**config.mk**
```make
export PLATFORM = sky130hd
export DESIGN_NAME = pdec_dp2sp_nbank_flat
export DESIGN_NICKNAME = d
export VERILOG_FILES = /design/src/rtl/pdec_dp2sp_nbank_if.sv /design/src/rtl/pdec_dp2sp_nbank.sv /design/src/flat_wrapper.sv
export SDC_FILE = /design/constraint.sdc
export NUM_CORES = 1
export LEC_CHECK = 0
export CAP_MARGIN = 20
export CORE_AREA = 5 5 134 136
export DETAILED_ROUTE_END_ITERATION = 12
export DIE_AREA = 0 0 139 141
export GPL_TIMING_DRIVEN = 0
export PLACE_DENSITY_LB_ADDON = 0.3
export SYNTH_ARGS = -nofsm -noshare
export SYNTH_HDL_FRONTEND = slang
export SYNTH_SLANG_ARGS = --single-unit
```
**constraint.sdc**
```tcl
create_clock -name clk -period 4.75 [get_ports clk]
set_input_delay 0.95 -clock clk [delete_from_list [all_inputs] [get_ports clk]]
set_output_delay 0.95 -clock clk [all_outputs]
set_load 0.01 [all_outputs]
```
**src/rtl/pdec_dp2sp_nbank_if.sv**
```systemverilog
// Logical dual-port RAM bus: one write port with ready, one read port with a
// fixed-latency valid/data return.
interface pdec_dp2sp_nbank_if #(
  parameter int DW = 16,
  parameter int AW = 8
);
  logic          wen;
  logic [AW-1:0] waddr;
  logic [DW-1:0] wdata;
  logic          wready;
  logic          ren;
  logic [AW-1:0] raddr;
  logic          rvalid;
  logic [DW-1:0] rdata;

  modport master (output wen, waddr, wdata, ren, raddr, input wready, rvalid, rdata);
  modport slave  (input wen, waddr, wdata, ren, raddr, output wready, rvalid, rdata);
endinterface

```
**src/rtl/pdec_dp2sp_nbank.sv**
```systemverilog
// Dual-port RAM emulated on 2^BW address-interleaved single-port banks; the read
// always wins a bank conflict and the losing write waits in an in-order buffer.
module pdec_dp2sp_nbank #(
  parameter int DW       = 16,
  parameter int AW       = 8,
  parameter int BW       = 1,
  parameter int SRAM_DLY = 2,
  parameter int WB_DEPTH = 2
) (
  input  logic                          clk,
  input  logic                          rst,
  pdec_dp2sp_nbank_if.slave             dpram,
  output logic [3:0]                    wbuf_level,
  output logic                          wr_ovf,
  output logic [(1<<BW)-1:0]            spram_ce,
  output logic [(1<<BW)-1:0]            spram_we,
  output logic [(1<<BW)*(AW-BW)-1:0]    spram_addr,
  output logic [(1<<BW)*DW-1:0]         spram_wdata,
  input  logic [(1<<BW)*DW-1:0]         spram_rdata
);
  localparam int BANKS = 1 << BW;
  localparam int RW    = AW - BW;

  logic [3:0]    level_q, level_d, tail;
  logic [AW-1:0] wb_addr_q [WB_DEPTH];
  logic [AW-1:0] wb_addr_d [WB_DEPTH];
  logic [DW-1:0] wb_data_q [WB_DEPTH];
  logic [DW-1:0] wb_data_d [WB_DEPTH];
  logic          ovf_q, ovf_d;
  logic          vld_q   [SRAM_DLY];
  logic          vld_d   [SRAM_DLY];
  logic          fwd_q   [SRAM_DLY];
  logic          fwd_d   [SRAM_DLY];
  logic [DW-1:0] fdata_q [SRAM_DLY];
  logic [DW-1:0] fdata_d [SRAM_DLY];
  logic [BW-1:0] bank_q  [SRAM_DLY];
  logic [BW-1:0] bank_d  [SRAM_DLY];

  logic [BW-1:0] rd_bank, wr_bank, hd_bank;
  logic [RW-1:0] rd_row, wr_row, hd_row;
  logic          wready, accept, drain, direct, push;
  logic          fwd_hit;
  logic [DW-1:0] fwd_data, sram_word;

  assign rd_bank = dpram.raddr[BW-1:0];
  assign rd_row  = dpram.raddr[AW-1:BW];
  assign wr_bank = dpram.waddr[BW-1:0];
  assign wr_row  = dpram.waddr[AW-1:BW];
  assign hd_bank = wb_addr_q[0][BW-1:0];
  assign hd_row  = wb_addr_q[0][AW-1:BW];

  // Ready looks only at the registered count, so a same-cycle pop never frees a slot early.
  assign wready = level_q < 4'(WB_DEPTH);
  assign accept = dpram.wen && wready;
  assign drain  = (level_q != 4'd0) && !(dpram.ren && hd_bank == rd_bank);
  assign direct = accept && (level_q == 4'd0) && !(dpram.ren && wr_bank == rd_bank);
  assign push   = accept && !direct;
  assign tail   = level_q - 4'(drain);

  // Youngest matching entry wins: later (younger) slots override earlier ones.
  always_comb begin
    fwd_hit  = 1'b0;
    fwd_data = '0;
    for (int i = 0; i < WB_DEPTH; i++) begin
      if (4'(i) < level_q && wb_addr_q[i] == dpram.raddr) begin
        fwd_hit  = 1'b1;
        fwd_data = wb_data_q[i];
      end
    end
  end

  always_comb begin
    wb_addr_d = wb_addr_q;
    wb_data_d = wb_data_q;
    if (drain) begin
      for (int i = 0; i < WB_DEPTH - 1; i++) begin
        wb_addr_d[i] = wb_addr_q[i+1];
        wb_data_d[i] = wb_data_q[i+1];
      end
    end
    if (push) begin
      for (int i = 0; i < WB_DEPTH; i++) begin
        if (4'(i) == tail) begin
          wb_addr_d[i] = dpram.waddr;
          wb_data_d[i] = dpram.wdata;
        end
      end
    end
    level_d = level_q + 4'(push) - 4'(drain);
    ovf_d   = ovf_q | (dpram.wen & ~wready);
  end

  always_comb begin
    vld_d[0]   = dpram.ren;
    fwd_d[0]   = dpram.ren & fwd_hit;
    fdata_d[0] = fwd_data;
    bank_d[0]  = rd_bank;
    for (int i = 1; i < SRAM_DLY; i++) begin
      vld_d[i]   = vld_q[i-1];
      fwd_d[i]   = fwd_q[i-1];
      fdata_d[i] = fdata_q[i-1];
      bank_d[i]  = bank_q[i-1];
    end
  end

  always_ff @(posedge clk) begin
    if (rst) begin
      level_q <= 4'd0;
      ovf_q   <= 1'b0;
      for (int i = 0; i < WB_DEPTH; i++) begin
        wb_addr_q[i] <= '0;
        wb_data_q[i] <= '0;
      end
      for (int i = 0; i < SRAM_DLY; i++) begin
        vld_q[i]   <= 1'b0;
        fwd_q[i]   <= 1'b0;
        fdata_q[i] <= '0;
        bank_q[i]  <= '0;
      end
    end else begin
      level_q   <= level_d;
      ovf_q     <= ovf_d;
      wb_addr_q <= wb_addr_d;
      wb_data_q <= wb_data_d;
      vld_q     <= vld_d;
      fwd_q     <= fwd_d;
      fdata_q   <= fdata_d;
      bank_q    <= bank_d;
    end
  end

  always_comb begin
    sram_word = '0;
    for (int b = 0; b < BANKS; b++) begin
      if (bank_q[SRAM_DLY-1] == BW'(b)) sram_word = spram_rdata[b*DW +: DW];
    end
  end

  assign dpram.wready = wready;
  assign dpram.rvalid = vld_q[SRAM_DLY-1];
  assign dpram.rdata  = !vld_q[SRAM_DLY-1] ? '0 :
                        fwd_q[SRAM_DLY-1]  ? fdata_q[SRAM_DLY-1] : sram_word;
  assign wbuf_level   = level_q;
  assign wr_ovf       = ovf_q;

  // Drain and direct write are mutually exclusive (non-empty vs empty buffer).
  for (genvar gi = 0; gi < BANKS; gi++) begin : g_bank
    logic sel_rd, sel_dr, sel_dw;
    assign sel_rd = !rst && dpram.ren && rd_bank == BW'(gi);
    assign sel_dr = !rst && drain && hd_bank == BW'(gi);
    assign sel_dw = !rst && direct && wr_bank == BW'(gi);
    assign spram_ce[gi] = sel_rd | sel_dr | sel_dw;
    assign spram_we[gi] = sel_dr | sel_dw;
    assign spram_addr[gi*RW +: RW] = sel_rd ? rd_row : sel_dr ? hd_row : sel_dw ? wr_row : '0;
    assign spram_wdata[gi*DW +: DW] = sel_dr ? wb_data_q[0] : sel_dw ? dpram.wdata : '0;
  end
endmodule

```
**src/flat_wrapper.sv**
```systemverilog
// flat-port wrapper written by rule: the top's interface ports become plain ports
module pdec_dp2sp_nbank_flat 
#(
  parameter int DW       = 16,
  parameter int AW       = 8,
  parameter int BW       = 1,
  parameter int SRAM_DLY = 2,
  parameter int WB_DEPTH = 2
)
  (clk, rst, wbuf_level, wr_ovf, spram_ce, spram_we, spram_addr, spram_wdata, spram_rdata, dpram_wen, dpram_waddr, dpram_wdata, dpram_ren, dpram_raddr, dpram_wready, dpram_rvalid, dpram_rdata);
  pdec_dp2sp_nbank_if #(.DW(DW), .AW(AW)) dpram_i ();
  input  logic clk;
  input  logic rst;
  output logic [3:0] wbuf_level;
  output logic wr_ovf;
  output logic [(1<<BW)-1:0] spram_ce;
  output logic [(1<<BW)-1:0] spram_we;
  output logic [(1<<BW)*(AW-BW)-1:0] spram_addr;
  output logic [(1<<BW)*DW-1:0] spram_wdata;
  input  logic [(1<<BW)*DW-1:0] spram_rdata;
  input wire logic [$bits(dpram_i.wen)-1:0] dpram_wen;
  input wire logic [$bits(dpram_i.waddr)-1:0] dpram_waddr;
  input wire logic [$bits(dpram_i.wdata)-1:0] dpram_wdata;
  input wire logic [$bits(dpram_i.ren)-1:0] dpram_ren;
  input wire logic [$bits(dpram_i.raddr)-1:0] dpram_raddr;
  output wire logic [$bits(dpram_i.wready)-1:0] dpram_wready;
  output wire logic [$bits(dpram_i.rvalid)-1:0] dpram_rvalid;
  output wire logic [$bits(dpram_i.rdata)-1:0] dpram_rdata;
  assign dpram_i.wen = dpram_wen;
  assign dpram_i.waddr = dpram_waddr;
  assign dpram_i.wdata = dpram_wdata;
  assign dpram_i.ren = dpram_ren;
  assign dpram_i.raddr = dpram_raddr;
  assign dpram_wready = dpram_i.wready;
  assign dpram_rvalid = dpram_i.rvalid;
  assign dpram_rdata = dpram_i.rdata;
  pdec_dp2sp_nbank #(.DW(DW), .AW(AW), .BW(BW), .SRAM_DLY(SRAM_DLY), .WB_DEPTH(WB_DEPTH)) u_core (.clk(clk), .rst(rst), .dpram(dpram_i), .wbuf_level(wbuf_level), .wr_ovf(wr_ovf), .spram_ce(spram_ce), .spram_we(spram_we), .spram_addr(spram_addr), .spram_wdata(spram_wdata), .spram_rdata(spram_rdata));
endmodule
```
==> impl_metrics.tcl <==
set metrics [dict create \
    synth.most_common_cell "dfxtp_1" \
    drv_slew 0 \
    hpwl_mm 11.99 \
    drc_errors 0 \
    cts_made_buffers 9 \
    fin_nets 756 \
    drt-total-wl_mm 15.64 \
    finish.utilization_pct 40.50 \
    die_w_um 139 \
    path_max_fanout 10 \
    clk_latency_ps 340 \
    grt_pass1_wl_mm 24.89 \
    synth_nets 607 \
    gp_congestion 0.8606 \
    synth_edf_count 0 \
    syn_inst 530 \
    place_area_mm2 0.006520 \
    track_usage_pct 15.57 \
    dr.pass1.iters 7 \
    coreArea_mm2 0.01682 \
    row_count 48 \
    syn2layout_area_growth_pct 40.50 \
    synth_flop_cell "dfxtp_1" \
    ios 141 \
    crit_path_end_kind "output pin" \
    cts-root-buf "clkbuf_16" \
    synth_cell_types 34 \
    ir_drop_uv 264.4 \
    drive_gt1_share_pct 9.357 \
    htreeDepth 3 \
    hold_path_class "reg -> reg" \
    cts_buffer_depth 2 \
    cap_violations 0 \
    ys_seq_area_share_pct 37.58 \
    netlist_top_cells_count "dfxtp_1, mux2i_1, nor2_1" \
    finalHoldViolCount 0 \
    critPathTopFamily "buffers and inverters" \
    finalInstanceArea_mm2 0.006810 \
    tightest_slew_ps 1125 \
    power.density_mw_per_mm2 347.2 \
    avgSynthCellArea_um2 9.146 \
    grt_pass1_vias 4693 \
    ant_nets 0 \
    cp_slowest_cell "nor3b_2" \
    outcome "finished, final reports clean" \
    io_buffers 139 \
    initial_core_util_pct 28.82 \
    post_drt_wl_per_cell_um 17.21 \
    cellLeakagePower_nw 2.506 \
    vias 4431 \
    ys_async_sr_fraction_pct 0 \
    finalWorstPathRequiredPeriod_ps 4486 \
    fillers 1707 \
    maxSlewHeadroom_pct 24.40 \
    die_y_um 141 \
    drt-initial-drc-count 256 \
    setup_violations 0 \
    cp.arrival_ps 3540 \
    slowest_delay_ps 540 \
    rsz0062_at_grt "no" \
    grt-ovfl-total 0 \
    synth_warnings 0 \
    antenna_found_initial 0 \
    timing.fmax_mhz 222.9 \
    via_per_inst 4.875 \
    cts_setup_buffers 0 \
    path_buf_inv 5 \
    synthTopCellsByArea "dfxtp_1, mux2i_1, a22o_1" \
    worstSetupPathType "in -> out" \
    synth_area_mm2 0.004847 \
    worstPathRequired_ps 3800 \
    n_antenna_cell 0 \
    period_share_pct 94.44 \
    finalClockSkew_ps 5.935 \
    synth_top_area_cell "dfxtp_1" \
    path_clk_slew_ps 70 \
    yosys.area.top_type_share_pct 37.58 \
    grt_max_degree 18 \
    cp_cell_sequence "clkdlybuf4s50_1 > a21oi_1 > buf_2 > nor3b_2 > buf_2 > a222oi_1 > inv_1 > clkdlybuf4s50_1" \
    synth-seq-cells 91 \
    fp.dieArea_mm2 0.01960 \
    cp-start-kind "input port" \
    cts_tree "done" \
    clock_sinks 91 \
]
metrics by stage:
step                      hold WS, ps  setup TNS, ps  total power [mW]  setup WS (ps)  std cells
after detailed placement        431.3         -164.9             1.693         -44.69        894
after CTS                       447.0              0             2.373          2.712        910
after global routing            459.0              0             2.485          90.83        909
final                           443.1              0             2.365          263.9        909
after floorplan                 413.8              0             1.371           1009        530
after global placement          427.2         -6.711             1.669         -3.120        894
timing repair:
item | CTS | global route
hold buffers | 0 | 0
gates resized for setup | 2 | 6
setup endpoints to repair | 11 | 27
gates cloned | 0 | 0
cell families after synthesis:
| group | count (synthesis) | share of synthesized area [%] |
|---|---|---|
| and+or+nand+nor | 172 | 18.20 |
| buffers and inverters | 66 | 6.453 |
| muxes | 64 | 13.22 |
| DFF | 91 | 37.58 |
| xor gates and xnor gates | 21 | 3.795 |
| AOI/OAI and AO/OA | 107 | 18.28 |
| adders and majority gates | 9 | 2.478 |
placed cells by master, fill, tap and decap left out, types with 2 or more instances in the layout:
cell,synthesis,layout
clkbuf_2,0,4
a22o_1,32,32
xnor2_1,18,18
nor3_1,2,2
or3_1,4,4
nand4_1,18,18
nor3b_1,2,2
nor2_1,58,58
clkdlybuf4s50_1,0,139
clkbuf_16,0,9
nand2b_1,2,2
inv_6,0,3
clkinvlp_4,0,2
a211oi_1,4,4
or2_2,2,2
dfxtp_1,91,91
o21ai_0,16,16
nor2b_1,22,22
inv_1,23,23
ha_1,8,8
a211oi_2,20,20
a21oi_1,21,21
mux2i_1,64,64
nand2_1,36,36
a222oi_1,14,14
buf_6,7,7
buf_2,10,10
xor2_1,3,3
and2_1,17,17
clkbuf_1,26,21
state kept, by name, indices dropped and copies added (netlist names), 4 cells and up:
name and flops:
u_core.fdata_d 16, u_core.fdata_q 16, u_core.hd_row 7, u_core.wb_addr_q 8, u_core.wb_data_q 32, u_core.wbuf_level 4
metal layers:
layer  routed length [um]  vias to the layer above  track usage, %
met3                 1003                       20           4.172
li1                     -                     2173               -
met4                  246                        0           4.068
met1                 7032                     2076           19.44
met5                    0                        -               0
met2                 7361                      162           26.69
power by group:
part,switching [mW],internal [mW]
combinational,0.429,0.389
sequential,0.0504,0.810
clock,0.323,0.363
total,0.803,1.56
area by class of cell:
cell class | instances | area [um2] | share of cell area [%]
buffer | 42 | 227.7 | 3.344
clock buffer | 9 | 225.2 | 3.307
sequential | 91 | 1822 | 26.75
multi-input combinational | 373 | 2719 | 39.92
timing repair buffer | 139 | 1391 | 20.43
inverter | 23 | 86.33 | 1.268
tap | 225 | 281.5 | 4.134
clock inverter | 7 | 57.56 | 0.8451
path summary, 6_finish.rpt:
check	cells after the start	slack (ps)	start	to
setup reg to reg	14	840	u_core.wbuf_level[2]	u_core.wb_addr_q[5]
setup / recovery	8	260	dpram_ren	spram_addr[3]
hold / removal	1	440	u_core.fdata_d[4]	u_core.fdata_q[4]
hold reg to reg	1	440	u_core.fdata_d[4]	u_core.fdata_q[4]
No activity file was read; power rests on OpenSTA's default activity.
